**config.mk**
```make
export PLATFORM = sky130hd
export DESIGN_NAME = alu_arbiter_flat
export DESIGN_NICKNAME = d
export VERILOG_FILES = /design/src/rtl/alu_arbiter_if.sv /design/src/rtl/alu_arbiter.sv /design/src/flat_wrapper.sv
export SDC_FILE = /design/constraint.sdc
export NUM_CORES = 1
export LEC_CHECK = 0
export BUFFER_PORTS_ARGS = -buffer_cell sky130_fd_sc_hd__clkbuf_2
export CAP_MARGIN = 20
export CORE_UTILIZATION = 44
export DETAILED_ROUTE_END_ITERATION = 16
export GPL_ROUTABILITY_DRIVEN = 0
export HOLD_SLACK_MARGIN = 0.1
export PLACE_DENSITY = 0.95
export SKIP_LAST_GASP = 1
export SLEW_MARGIN = 5
export SYNTH_ARGS = -nofsm -noshare
export SYNTH_HDL_FRONTEND = slang
export SYNTH_SLANG_ARGS = --single-unit
export TNS_END_PERCENT = 1
```
**constraint.sdc**
```tcl
create_clock -name clk -period 3.2 [get_ports clk]
set_input_delay 0.64 -clock clk [delete_from_list [all_inputs] [get_ports clk]]
set_output_delay 0.64 -clock clk [all_outputs]
set_load 0.05 [all_outputs]
```
**src/rtl/alu_arbiter_if.sv**
```systemverilog
// alu_arbiter_if: requester, ALU and response signals of the shared-ALU arbiter
interface alu_arbiter_if #(parameter int N = 8);
    logic [3:0] req;
    logic [4*N-1:0] a_bus;
    logic [4*N-1:0] b_bus;
    logic [11:0] mode_bus;
    logic [3:0] gnt;
    logic [3:0] done;
    logic [N-1:0] rsp_result;
    logic busy;
    logic [N-1:0] alu_a;
    logic [N-1:0] alu_b;
    logic [2:0] alu_mode;
    logic [N-1:0] alu_y;
    logic [15:0] op_count;
    modport master (
        output req, a_bus, b_bus, mode_bus, alu_y,
        input gnt, done, rsp_result, busy, alu_a, alu_b, alu_mode, op_count
    );
    modport slave (
        input req, a_bus, b_bus, mode_bus, alu_y,
        output gnt, done, rsp_result, busy, alu_a, alu_b, alu_mode, op_count
    );
endinterface

```
**src/rtl/alu_arbiter.sv**
```systemverilog
// alu_arbiter: round-robin sharing of one combinational ALU by four requesters; ALU_ARB_OPCOUNT_EN enables op_count
module alu_arbiter #(parameter int N = 8) (
    input logic clk,
    input logic reset,
    alu_arbiter_if.slave bus
);
    typedef enum logic [1:0] {IDLE, EXEC, RESP} state_t;
    state_t state;
    state_t state_n;
    logic [1:0] ptr;
    logic [1:0] sel;
    logic [1:0] win;
    logic arb;
    always_comb begin
        win = ptr;
        for (int i = 3; i >= 0; i--)
            if (bus.req[ptr + 2'(i)]) win = ptr + 2'(i);
    end
    assign arb = state == IDLE && |bus.req;
    always_comb begin
        state_n = state;
        state_n = state == IDLE ? (arb ? EXEC : IDLE) : state == EXEC ? RESP : IDLE;
    end
    always_ff @(posedge clk)
        if (reset) state <= IDLE;
        else state <= state_n;
    always_ff @(posedge clk) begin
        if (reset) begin
            ptr <= '0;
            sel <= '0;
            bus.gnt <= '0;
            bus.done <= '0;
            bus.busy <= 1'b0;
            bus.rsp_result <= '0;
            bus.alu_a <= '0;
            bus.alu_b <= '0;
            bus.alu_mode <= '0;
        end else begin
            bus.gnt <= arb ? 4'b1 << win : 4'b0;
            bus.done <= state == EXEC ? 4'b1 << sel : 4'b0;
            bus.busy <= state_n != IDLE;
            if (arb) begin
                sel <= win;
                ptr <= win + 2'd1;
                bus.alu_a <= bus.a_bus[win*N +: N];
                bus.alu_b <= bus.b_bus[win*N +: N];
                bus.alu_mode <= bus.mode_bus[win*3 +: 3];
            end
            if (state == EXEC) bus.rsp_result <= bus.alu_y;
        end
    end
`ifdef ALU_ARB_OPCOUNT_EN
    logic [15:0] op_cnt;
    always_ff @(posedge clk)
        if (reset) op_cnt <= '0;
        else if (state == RESP && op_cnt != 16'hFFFF) op_cnt <= op_cnt + 16'd1;
    assign bus.op_count = op_cnt;
`else
    assign bus.op_count = 16'h0000;
`endif
endmodule
```
**src/flat_wrapper.sv**
```systemverilog
// flat-port wrapper written by rule: the top's interface ports become plain ports
module alu_arbiter_flat 
#(parameter int N = 8)
  (clk, reset, bus_req, bus_a_bus, bus_b_bus, bus_mode_bus, bus_alu_y, bus_gnt, bus_done, bus_rsp_result, bus_busy, bus_alu_a, bus_alu_b, bus_alu_mode, bus_op_count);
  alu_arbiter_if #(.N(N)) bus_i ();
  input logic clk;
  input logic reset;
  input wire logic [$bits(bus_i.req)-1:0] bus_req;
  input wire logic [$bits(bus_i.a_bus)-1:0] bus_a_bus;
  input wire logic [$bits(bus_i.b_bus)-1:0] bus_b_bus;
  input wire logic [$bits(bus_i.mode_bus)-1:0] bus_mode_bus;
  input wire logic [$bits(bus_i.alu_y)-1:0] bus_alu_y;
  output wire logic [$bits(bus_i.gnt)-1:0] bus_gnt;
  output wire logic [$bits(bus_i.done)-1:0] bus_done;
  output wire logic [$bits(bus_i.rsp_result)-1:0] bus_rsp_result;
  output wire logic [$bits(bus_i.busy)-1:0] bus_busy;
  output wire logic [$bits(bus_i.alu_a)-1:0] bus_alu_a;
  output wire logic [$bits(bus_i.alu_b)-1:0] bus_alu_b;
  output wire logic [$bits(bus_i.alu_mode)-1:0] bus_alu_mode;
  output wire logic [$bits(bus_i.op_count)-1:0] bus_op_count;
  assign bus_i.req = bus_req;
  assign bus_i.a_bus = bus_a_bus;
  assign bus_i.b_bus = bus_b_bus;
  assign bus_i.mode_bus = bus_mode_bus;
  assign bus_i.alu_y = bus_alu_y;
  assign bus_gnt = bus_i.gnt;
  assign bus_done = bus_i.done;
  assign bus_rsp_result = bus_i.rsp_result;
  assign bus_busy = bus_i.busy;
  assign bus_alu_a = bus_i.alu_a;
  assign bus_alu_b = bus_i.alu_b;
  assign bus_alu_mode = bus_i.alu_mode;
  assign bus_op_count = bus_i.op_count;
  alu_arbiter #(.N(N)) u_core (.clk(clk), .reset(reset), .bus(bus_i));
endmodule
```
== Word level (Yosys, flattened, before mapping) ==
Index checks and enable logic that the tools add are counted.

* Flip-flop bits (word level): 42
* Input bits: 90
* Output and inout bits: 52
* Word-level logic and storage cells: 48

* Add/sub/neg operators: 4
* Multipliers: 1
* Order comparisons: 4
* Eq/ne operators: 1
* Shift operators: 5
* Muxes and demuxes: 15
* Bitwise gates (word level): 2
* Reductions and logical operators: 6

{| class="wikitable"
|+ Operators with widths
! operator !! count
|-
| indexed part select 32 x 6 -> 8 bit || 2
|-
| less-than comparator 2 x 3 -> 1 bit (second input constant) || 4
|-
| 2-to-1 mux 2 bit || 6
|-
| indexed part select 12 x 5 -> 3 bit || 1
|-
| binary-select mux 1 bit (select 2 bit) || 4
|-
| << shifter 1 x 2 -> 4 bit (first input constant) || 2
|-
| 2-to-1 mux 1 bit || 5
|-
| adder 2 x 1 -> 2 bit (second input constant) || 2
|-
| adder 2 bit (second input constant) || 2
|-
| multiplier 2 x 2 -> 4 bit (second input constant) || 1
|-
| OR reduction 2 bit || 2
|-
| OR reduction 4 bit || 1
|-
| equality test 2 x 1 -> 1 bit (second input constant) || 1
|-
| zero test 2 bit || 1
|-
| inverter 1 bit || 2
|-
| nonzero test 2 bit || 1
|-
| logical AND 1 bit || 1
|}

== Longest topological paths before layout ==
Gate-level depths: netlist (run 1).

* Depth after elaboration: 9
* Depth in mapped cells: 7
* Mapped depth without buffers: 5

== Least setup slack after synthesis (run 1) ==
OpenSTA, ideal clock, no wires.

* Kind: input to register
* Start: in bus_req[0]
* End: reg u_core.bus.alu_b[3]
* Library setup time: 0.138 ns
* Arrival time: 1.778 ns
* Required time: 3.062 ns
* Slack: 1.284 ns
* Cell stages on the path: 7
* Buffers on the path: 2
* Cell sequence: nor2b_1 -> o21ba_1 -> a221oi_2 -> buf_4 -> buf_6 -> mux2i_1 -> o221ai_1

* Word-level cells in the longest chain between the ends: 7
* Elaborated cells on any way between the ends: 15
* Those cells by class: shift (1); mux (12); reduce/logical (2)

{| class="wikitable"
|+ Ends and longest elaborated chain
! item !! line !! text
|-
| start, declared || flat_wrapper.sv:8 || <nowiki>input wire logic [$bits(bus_i.req)-1:0] bus_req;</nowiki>
|-
| binary-select mux 1 bit (select 2 bit) || alu_arbiter.sv:17 || <nowiki>if (bus.req[ptr + 2'(i)]) win = ptr + 2'(i);</nowiki>
|-
| 2-to-1 mux 1 bit (implied by the code) || alu_arbiter.sv:17 ||
|-
| 2-to-1 mux 2 bit (4 in series) || alu_arbiter.sv:17 ||
|-
| indexed part select 32 x 6 -> 8 bit || alu_arbiter.sv:46 || <nowiki>bus.alu_b <= bus.b_bus[win*N +: N];</nowiki>
|-
| end signal, assigned || alu_arbiter.sv:46 ||
|-
| end, declared || alu_arbiter_if.sv:22 || <nowiki>output gnt, done, rsp_result, busy, alu_a, alu_b, alu_mode, op_count</nowiki>
|}

Several ways; a longest one is shown, not always the timed one. The select of a mux whose other input is x is not followed.
A chain may end at the register's enable or synchronous reset.

== Final worst setup path (run 1) ==
* Start: reg u_core.ptr[1]
* End: reg u_core.bus.alu_a[2]

* Word-level cells in the longest chain between the ends: 8
* Elaborated cells on any way between the ends: 16
* Those cells by class: add/sub (3); shift (1); mux (12)

{| class="wikitable"
|+ Ends and longest elaborated chain
! item !! line !! text
|-
| start, declared || alu_arbiter.sv:10 || <nowiki>logic [1:0] ptr;</nowiki>
|-
| start signal, assigned || alu_arbiter.sv:44 || <nowiki>ptr <= win + 2'd1;</nowiki>
|-
| adder 2 bit || alu_arbiter.sv:17 ||
|-
| binary-select mux 1 bit (select 2 bit) || alu_arbiter.sv:17 ||
|-
| 2-to-1 mux 1 bit (implied by the code) || alu_arbiter.sv:17 ||
|-
| 2-to-1 mux 2 bit (3 in series) || alu_arbiter.sv:17 ||
|-
| 2-to-1 mux 2 bit * || alu_arbiter.sv:17 ||
|-
| indexed part select 32 x 6 -> 8 bit * || alu_arbiter.sv:45 || <nowiki>bus.alu_a <= bus.a_bus[win*N +: N];</nowiki>
|-
| end signal, assigned || alu_arbiter.sv:45 ||
|-
| end, declared || alu_arbiter_if.sv:22 ||
|}

Mark *: on every way between the ends. The rest lies on a longest branch, timed or not. The select of a mux whose other input is x is not followed.

==> impl_metrics.ini, run 1 <==
[run_status]
status = complete, no violations

[worst_setup_path]
cp-end-kind = flop
critPathBufInv = 0
crit_path_max_incr_delay_ns = 0.54
worstPathMaxFanout = 21
worst-setup-path-type = flop to flop
cp.required_ns = 3.39
cp-start-kind = flop
cp_cell_sequence = nor3_1 -> a31o_2 -> o31ai_2 -> nand2_1 -> o221ai_1
cp.arrival_ns = 2.31
cp_slowest_cell = nand2_1
crit_family = compound AO/OA/AOI/OAI gates

[placed_design]
io_buffers = 125
dp_hpwl_um = 3878

[flow_run]
cap_viol_max_count = 0

[die]
dieArea_um2 = 4926
die_w_um = 70.19
io_pins = 142
start_util_pct = 46.34
row_count = 24
coreArea_um2 = 4414
die_y_um = 70.19

[synth]
ys_warn_count = 0
synth-simple-area-share_pct = 13.21
synth-xor-area-share_pct = 0.4281
synth_compound_area_share_pct = 15.72
yosys_register_bits = 42
synth_area_per_cell_um2 = 9.341
synth_cells = 219
ys_seq_area_share_pct = 41.10
synthMuxAreaShare_pct = 18.59
ys_types = 29
synth.cell_area_um2 = 2046
synth_top_family_by_area = multiplexers
synth_fa_ha_area_share_pct = 0

[route]
wl_per_cell_um = 12.86
drt-initial-drc-count = 63
via_per_inst = 5.036
via_count = 1969
drc = 0
wirelength_um = 5030
ant_nets = 0
drt_first_pass_iters = 4

[pwr]
ir_drop_mv = 0.2983
finalPower_mw = 1.731
power_density_nw_per_um2 = 634.3
leakage_nw = 1.388

[clock_network]
clk_path_buf_depth = 2
h-tree-depth = 2
clkLatencyLatePin_ns = 0.29
clk_pin_slew_ns = 0.08
cts_tree = yes
cts_hold_buf = 0
cts_resized = 0
cts-buffers-inserted = 5
cts.sinks = 42
cts_root_buf = clkbuf_8
cts_setup_buffers = 0

[grt]
antenna_found_initial = 0
use_met2_pct = 37.61
grt_pass1_wl_um = 7797
grt_usage_pct = 19.74
globalRoute.busiestLayer = met2
grt_pass1_vias = 1822
globalRouteOverflowTotal = 0
grtUsageMet1_pct = 19.57
grt_max_degree = 45
grt.met3_usage_pct = 5.051

[layout]
fillers = 385
nets = 428
multi_input_area_um2 = 1052
drive_above_1_share_pct = 41.59
area_growth_pct = 33.39
diodes = 0
regArea_um2 = 840.8

[timing]
fin_tns_setup_ns = 0
tightestPinTransition_ns = 0.7924
final_hold_viol_count = 0
fin_hold_ws_ns = 0.4590
setup_viol = 0
relSlewSlack_pct = 47.12
finClkSkew_ns = 0.004503
timing.fmax_mhz = 472.0
rsz0062_at_grt = false
final_max_slew_viol_count = 0
period_share_pct = 66.21
period_needed_ns = 2.119

[hold_path]
hp-class = flop to flop
## cell usage after synthesis, drive strengths merged
| master | instances | area, µm² |
|---|---|---|
| o221ai | 19 | 166.4 |
| nand2b | 2 | 12.51 |
| o21ba | 1 | 10.01 |
| a21o | 1 | 7.510 |
| mux2i | 38 | 380.4 |
| a211o | 1 | 8.760 |
| nor2b | 4 | 25.02 |
| a31o | 1 | 8.760 |
| nor2 | 13 | 53.80 |
| a211oi | 3 | 32.53 |
| o21ai | 1 | 5.000 |
| nand2 | 43 | 161.4 |
| clkbuf | 7 | 26.28 |
| nor3 | 1 | 5.000 |
| inv | 2 | 7.510 |
| and3 | 1 | 6.260 |
| a221oi | 1 | 15.01 |
| o31ai | 1 | 12.51 |
| xnor2 | 1 | 8.760 |
| buf | 23 | 186.4 |
| conb | 1 | 3.750 |
| dfxtp | 42 | 840.8 |
| a21oi | 11 | 55.05 |
| nor4 | 1 | 6.260 |
## placed cells by master (no fill, tap or decap), types with 2 or more instances in the layout
| master | n |
|---|---|
| a211oi_2 | 2 |
| mux2i_1 | 38 |
| inv_1 | 2 |
| nand2_1 | 43 |
| dfxtp_1 | 42 |
| o221ai_1 | 19 |
| clkbuf_2 | 125 |
| nor2_2 | 2 |
| nor2b_1 | 4 |
| conb_1 | 16 |
| a21oi_1 | 11 |
| clkbuf_8 | 5 |
| nand2b_1 | 2 |
| nor2_1 | 11 |
## report_power, final
part / internal [mW] / switching (mW) / total [mW]
clock: 0.233 / 0.181 / 0.414
combinational: 0.216 / 0.462 / 0.678
sequential: 0.595 / 0.0442 / 0.639
total: 1.04 / 0.687 / 1.73
## path summary, 6_finish.rpt
check | startpoint | cells past startpoint | slack [ns] | end
worst max-delay path | u_core.ptr[1] | 5 | 1.08 | u_core.bus.alu_a[2]
worst min-delay path | u_core.bus.rsp_result[3] | 2 | 0.46 | u_core.bus.rsp_result[3]
worst max register to register | u_core.ptr[1] | 5 | 1.08 | u_core.bus.alu_a[2]
worst min register to register | u_core.bus.rsp_result[3] | 2 | 0.46 | u_core.bus.rsp_result[3]
## area by class of cell
cell class / instances / area share [%]
multi-input combinational: 160 / 38.56
sequential: 42 / 30.81
timing repair buffer: 127 / 23.93
clock buffer: 6 / 2.659
tap: 52 / 2.384
clock inverter: 2 / 1.376
inverter: 2 / 0.2751
## metal layers
| layer | vias up | wire [µm] |
|---|---|---|
| li1 | 980 | - |
| met1 | 891 | 1932 |
| met2 | 86 | 2688 |
| met3 | 12 | 298 |
| met4 | 0 | 110 |
| met5 | - | 0 |
## stage by stage
step	cell area (µm²)	std cells	setup slack [ns]	util [%]
after detailed placement	2619	383	0.8228	59.33
after global routing	2729	391	0.8730	61.82
after CTS	2729	391	1.090	61.82
after global placement	2619	383	0.9366	59.33
after floorplan	2102	234	1.284	-
final	2729	391	1.081	61.82
## state kept, by name, summed over array words and instances (netlist names)
| register | flops |
|---|---|
| u_core.bus.alu_mode | 3 |
| u_core.sel | 2 |
| u_core.bus.rsp_result | 8 |
| u_core.bus.done | 4 |
| u_core.bus.alu_a | 8 |
| u_core.state | 2 |
| u_core.bus.gnt | 4 |
| u_core.ptr | 2 |
| u_core.bus.busy | 1 |
| u_core.bus.alu_b | 8 |
## logic make-up (layout without fill, tap and decap cells)
kind of cell              Yosys count  in the layout
other                               1             16
and+or+nand+nor                    65             65
buffers and inverters              32            137
muxes                              38             38
xor gates and xnor gates            1              1
DFF                                42             42
AOI/OAI and AO/OA                  40             40
## worst min-delay path, stage by stage (launching register included)
cell and delay (ns):
dfxtp_1 0.32, nand2_1 0.05, a21oi_1 0.05
(Power assumes the default switching activity.)
==> run 2, diff against run 1 <==
--- a/config.mk
+++ b/config.mk
@@ -5,13 +5,14 @@
 export SDC_FILE = /design/constraint.sdc
 export NUM_CORES = 1
 export LEC_CHECK = 0
+export ABC_AREA = 1
 export BUFFER_PORTS_ARGS = -buffer_cell sky130_fd_sc_hd__clkbuf_2
 export CAP_MARGIN = 20
-export CORE_UTILIZATION = 44
+export CORE_UTILIZATION = 45
 export DETAILED_ROUTE_END_ITERATION = 16
 export GPL_ROUTABILITY_DRIVEN = 0
 export HOLD_SLACK_MARGIN = 0.1
-export PLACE_DENSITY = 0.95
+export PLACE_DENSITY = 0.91
 export SKIP_LAST_GASP = 1
 export SLEW_MARGIN = 5
 export SYNTH_ARGS = -nofsm -noshare
==> constraint.sdc (replaced) <==
create_clock -name clk -period 2.1 [get_ports clk]
set_input_delay 0.42 -clock clk [delete_from_list [all_inputs] [get_ports clk]]
set_output_delay 0.42 -clock clk [all_outputs]
set_load 0.05 [all_outputs]
==> impl_metrics.ini, run 2 <==
[flow_run]
cap_viol_max_count = 0

[layout]
regArea_um2 = 842.1
final_common_cell = clkbuf_2
fillers = 544
nets = 605
multi_input_area_um2 = 1375
layout_common_cells = clkbuf_2 (125), nand2_1 (117), nand3_1 (77)
post_layout_nonfiller_instances = 588
area_growth_pct = 24.73
drive_above_1_share_pct = 35.66
top_regs = u_core.bus.alu_a (8), u_core.bus.alu_b (8), u_core.bus.rsp_result (8)
diodes = 0

[synth]
synth.cell_area_um2 = 2626
ys.flop_type = dfxtp_1
synthArstFlopShare_pct = 0
yosys_register_bits = 42
yosysMostFrequentCell = nand2_1
synth_cells = 392
ys_warn_count = 0
ys_types = 24
synth-edff-count = 0
yosys-top-cells-count = nand2_1 (117), nand3_1 (77), dfxtp_1 (42)
synth_area_per_cell_um2 = 6.700
synthTopCellsByArea = dfxtp_1 (32%), nand2_1 (17%), nand3_1 (15%), buf_4 (6.0%), nand3_2 (5.3%)
yosysTopAreaCell = dfxtp_1
netlist.area_leader.share_pct = 32.02
ys_seq_area_share_pct = 32.02

[route]
drt_first_pass_iters = 5
wirelength_um = 6841
drt-initial-drc-count = 118
wl_per_cell_um = 11.63
drc = 0
via_per_inst = 4.855
via_count = 2855
ant_nets = 0

[worst_setup_path]
crit_path_max_incr_delay_ns = 0.48
worstPathMaxFanout = 19
cp_slowest_cell = dfxtp_1
cp.required_ns = 2.29
cp_cell_sequence = inv_2 -> nand2_2 -> nand2_2 -> nand2_1 -> nand2_1 -> inv_2 -> nand2_4 -> nand3_2 -> buf_4 -> nand3_1 -> nand3_1 -> nand2_1 -> nand2_1 -> nand2_1
cp-end-kind = flop
worst-setup-path-type = flop to flop
worst_path_most_repeated_cell = nand2_1
cp.arrival_ns = 2.08
cp-start-kind = flop

[die]
start_util_pct = 47.12
row_count = 27
dieArea_um2 = 6146
io_pins = 142
die_w_um = 78.40
die_y_um = 78.40
coreArea_um2 = 5574

[clock_network]
cts_tree = yes
h-tree-depth = 2
cts-buffers-inserted = 5
cts_root_buf = clkbuf_8
cts.sinks = 42
clk_path_buf_depth = 2
cts_setup_buffers = 0
clkLatencyLatePin_ns = 0.29
clk_pin_slew_ns = 0.08

[grt]
globalRouteOverflowTotal = 0
grt_pass1_wl_um = 11050
grt_max_degree = 29
grt_usage_pct = 22.42
grt_pass1_vias = 2618
antenna_found_initial = 0

[timing]
rsz0062_at_grt = false
tightestPinTransition_ns = 0.5097
relSlewSlack_pct = 65.90
period_needed_ns = 1.888
fin_hold_ws_ns = 0.3586
final_max_slew_viol_count = 0
finClkSkew_ns = 0.005459
setup_viol = 0
fin_tns_setup_ns = 0
worst_slack_ns = 0.2124
period_share_pct = 89.88
timing.fmax_mhz = 529.8
final_hold_viol_count = 0

[placed_design]
dp_hpwl_um = 5344
io_buffers = 125
dp_slack_ns = 0.06394
dp.cells = 580

[pwr]
leakage_nw = 1.910
power_density_nw_per_um2 = 1590
ir_drop_mv = 0.9630

[hold_path]
hp-class = input pin to flop

[run_status]
status = complete, no violations
[run 2: cell types whose count changed after synthesis, sizes merged, moves of 2 or more]
cell / delta
o21ai: +10
a21oi: -7
o221ai: -19
a211oi: -3
mux2i: -38
nand3: +91
nand2: +93
inv: +39
clkbuf: -5
nand2b: -2
nor2: +14
nor2b: -4
buf: +10
[run 2: worst paths after layout]
| path | from | end | slack (ns) | cells past startpoint |
|---|---|---|---|---|
| worst max-delay path | u_core.ptr[1] | u_core.bus.alu_a[7] | 0.21 | 14 |
| worst min-delay path | bus_alu_y[2] | u_core.bus.rsp_result[2] | 0.36 | 3 |
| worst max register to register | u_core.ptr[1] | u_core.bus.alu_a[7] | 0.21 | 14 |
| worst min register to register | u_core.sel[0] | u_core.bus.done[0] | 0.44 | 1 |
[run 2: where the power goes]
group	leakage [nW]	internal [mW]	total (mW)	switching [mW]
registers	0.347	1.05	1.22	0.166
clock network	0.0472	0.264	0.525	0.261
logic	1.52	0.947	3.46	2.52
total	1.91	2.26	5.21	2.94
[run 2: logic make-up after synthesis]
family	synth area share [%]
AND/OR/NAND/NOR	46.69
buffers and inverters	18.15
flip-flops	32.02
AO/OA/AOI/OAI	3.001
other	0.1428
[run 2: cell type report]
| class | count | area share, % |
|---|---|---|
| multi-input combinational | 288 | 41.98 |
| sequential | 42 | 25.71 |
| timing repair buffer | 136 | 21.62 |
| inverter | 42 | 5.042 |
| tap | 72 | 2.750 |
| clock buffer | 6 | 2.521 |
| clock inverter | 2 | 0.3820 |
[run 2: metal layers]
metal	share of wire, %	GRT usage [%]
met3	6.8	4.419
met1	42	25.64
met2	49	39.56
met5	0	0
met4	1.8	11.11
[run 2: worst max-delay path, delay by kind of cell (launching register included)]
family        cells  cell delay [ns]
simple gates     11             0.81
buf+inv           3             0.50
flops             1             0.48
[run 2: repair_timing]
| item | in CTS | in global routing |
|---|---|---|
| setup endpoints to repair | 0 | 22 |
| gates resized for setup | 0 | 3 |
| hold buffers | 0 | 0 |
| endpoints found under the hold margin | 0 | 0 |
[run 2: per-stage QoR]
stage	area (µm²)	util (%)	power, mW
2_1_floorplan	2683	-	4.229
3_5_place_dp	3169	56.86	4.666
3_3_place_gp	3169	56.86	4.576
5_1_grt	3276	58.77	5.611
6_report	3276	58.77	5.208
4_1_cts	3264	58.56	5.203
==> run 3, diff against run 2 <==
--- a/config.mk
+++ b/config.mk
@@ -6,13 +6,14 @@
 export NUM_CORES = 1
 export LEC_CHECK = 0
 export ABC_AREA = 1
-export BUFFER_PORTS_ARGS = -buffer_cell sky130_fd_sc_hd__clkbuf_2
 export CAP_MARGIN = 20
-export CORE_UTILIZATION = 45
+export CORE_UTILIZATION = 66
+export CTS_BUF_LIST = sky130_fd_sc_hd__clkbuf_8
 export DETAILED_ROUTE_END_ITERATION = 16
+export DONT_BUFFER_PORTS = 1
 export GPL_ROUTABILITY_DRIVEN = 0
 export HOLD_SLACK_MARGIN = 0.1
-export PLACE_DENSITY = 0.91
+export PLACE_DENSITY = 0.93
 export SKIP_LAST_GASP = 1
 export SLEW_MARGIN = 5
 export SYNTH_ARGS = -nofsm -noshare
==> impl_metrics.ini, run 3 (synthesized netlist as in run 2, its figures left out) <==
[clock_network]
cts_root_buf = clkbuf_8
cts.sinks = 42
clkLatencyLatePin_ns = 0.28
clk_path_buf_depth = 2
cts_setup_buffers = 0
h-tree-depth = 2
cts-buffers-inserted = 5
cts_tree = yes
clk_pin_slew_ns = 0.08

[route]
via_count = 2399
drc = 0
drt_first_pass_iters = 4
ant_nets = 0
wl_per_cell_um = 13.53
drt-initial-drc-count = 119
wirelength_um = 5898
via_per_inst = 5.502

[timing]
final_hold_viol_count = 0
finClkSkew_ns = 0.006650
period_needed_ns = 1.915
tightestPinTransition_ns = 0.5399
period_share_pct = 91.21
fin_tns_setup_ns = 0
relSlewSlack_pct = 63.96
setup_viol = 0
rsz0062_at_grt = false
final_max_slew_viol_count = 0
timing.fmax_mhz = 522.1

[worst_setup_path]
crit_path_max_incr_delay_ns = 0.49
critPathBufInv = 3
crit_cells = 15
worst-setup-path-type = flop to flop
crit_family = simple AND/OR/NAND/NOR gates
cp-start-kind = flop
worst_r2r_path_depth = 15
worstPathMaxFanout = 16
cp.required_ns = 2.33
regToRegSetupSlack_ns = 0.18
cp.arrival_ns = 2.14
r2r_end = u_core.bus.alu_a[3]
r2r-start = u_core.ptr[0]
cp-end-kind = flop
cp_slowest_cell = dfxtp_2
cp_cell_sequence = inv_8 -> nand2_2 -> nand2_2 -> nand2_1 -> nand2_1 -> inv_2 -> nand2_4 -> nand2_4 -> nand2_2 -> nand2_2 -> buf_4 -> nand2_1 -> nand3_1 -> nand3_1 -> nand2_1

[grt]
grt_pass1_wl_um = 9252
grt_max_degree = 29
antenna_found_initial = 0
grt_usage_pct = 28.03
use_met2_pct = 52.86
globalRouteOverflowTotal = 0
globalRoute.busiestLayer = met2
grt.met3_usage_pct = 7.042
grt_pass1_vias = 2198
grtUsageMet1_pct = 30.70

[pwr]
combPwrFrac_pct = 47.5
clockPowerShare_pct = 12.1
p_sw_mw = 2.828
finalPower_mw = 5.043
leakage_nw = 1.375
seqPwrFrac_pct = 40.3
power_density_nw_per_um2 = 1919
p_int_mw = 2.215
ir_drop_mv = 1.050
sw_frac_of_total_pct = 56.08

[layout]
stdcell_area_um2 = 2628
fillers = 343
drive_above_1_share_pct = 14.43
final_common_cell = nand2_1
multi_input_area_um2 = 1378
regArea_um2 = 842.1
diodes = 0
nets = 477
area_growth_pct = 0.04763
top_regs = u_core.bus.alu_a (8), u_core.bus.alu_b (8), u_core.bus.rsp_result (8)
layout_common_cells = nand2_1 (117), nand3_1 (77), dfxtp_1 (41)

[die]
start_util_pct = 70.15
die_y_um = 65.08
die_w_um = 65.08
dieArea_um2 = 4235
io_pins = 142
row_count = 22
coreArea_um2 = 3744

[placed_design]
io_buffers = 0
dp_hpwl_um = 4348
post_dp_cell_area_um2 = 2506

[run_status]
status = complete, no violations

[hold_path]
whs_path_depth = 1
hp-class = input pin to flop
holdPathEnd = u_core.bus.gnt[1]
min_from = reset

[flow_run]
cap_viol_max_count = 0
==> run 3: how the worst max path moves through the flow <==
stage / to / from
2_1_floorplan: u_core.bus.alu_a[5] / u_core.ptr[0]
3_3_place_gp: u_core.ptr[1] / u_core.ptr[0]
3_5_place_dp: u_core.ptr[1] / u_core.ptr[0]
4_1_cts: u_core.ptr[1] / u_core.state[0]
5_1_grt: u_core.bus.alu_b[0] / u_core.ptr[0]
6_report: u_core.bus.alu_a[3] / u_core.ptr[0]
==> run 3: per-stage QoR <==
stage | setup slack [ns] | util (%) | cells | hold slack, ns
after floorplan | 0.4835 | - | 407 | 0.4126
after global placement | 0.1131 | 66.95 | 428 | 0.4224
after detailed placement | 0.02703 | 66.95 | 428 | 0.4374
after CTS | 0.1312 | 69.92 | 436 | 0.1974
after global routing | 0.03448 | 70.19 | 436 | 0.1854
final | 0.1847 | 70.19 | 436 | 0.2013
==> run 3: routing by layer <==
metal / up-vias / wire length [µm]
met5: - / 0
met4: 0 / 50
met3: 6 / 398
met2: 104 / 3115
met1: 1105 / 2334
li1: 1184 / -
==> run 3: repair_timing <==
action                     in CTS  in global routing
gates resized for setup         1                  2
cloned                          0                  0
setup endpoints to repair       2                 16
hold buffers                    0                  0
==> run 3: area by class of cell <==
cell class / instances / area share [%]
clock buffers: 5 / 2.619
clock inverters: 3 / 1.571
inverters: 42 / 6.286
multi-input cells: 288 / 52.43
flip-flops and latches: 42 / 32.05
well taps: 48 / 2.286
repair buffers: 8 / 2.762
==> run 3: worst reg2reg max path: cells and delay by family (launching register included) <==
kind          cells  cell delay, ns
simple gates     12            0.95
flops             1            0.49
buf+inv           3            0.42
==> run 3: power by group through the flow <==
stage | Combinational [mW] | Sequential, mW | Clock (mW)
floorplan | 2.28 | 1.95 | 0
global placement | 2.29 | 2.04 | 0
detailed placement | 2.37 | 2.04 | 0
CTS | 2.38 | 2.03 | 0.619
global route | 2.69 | 2.06 | 0.656
finish | 2.40 | 2.03 | 0.613
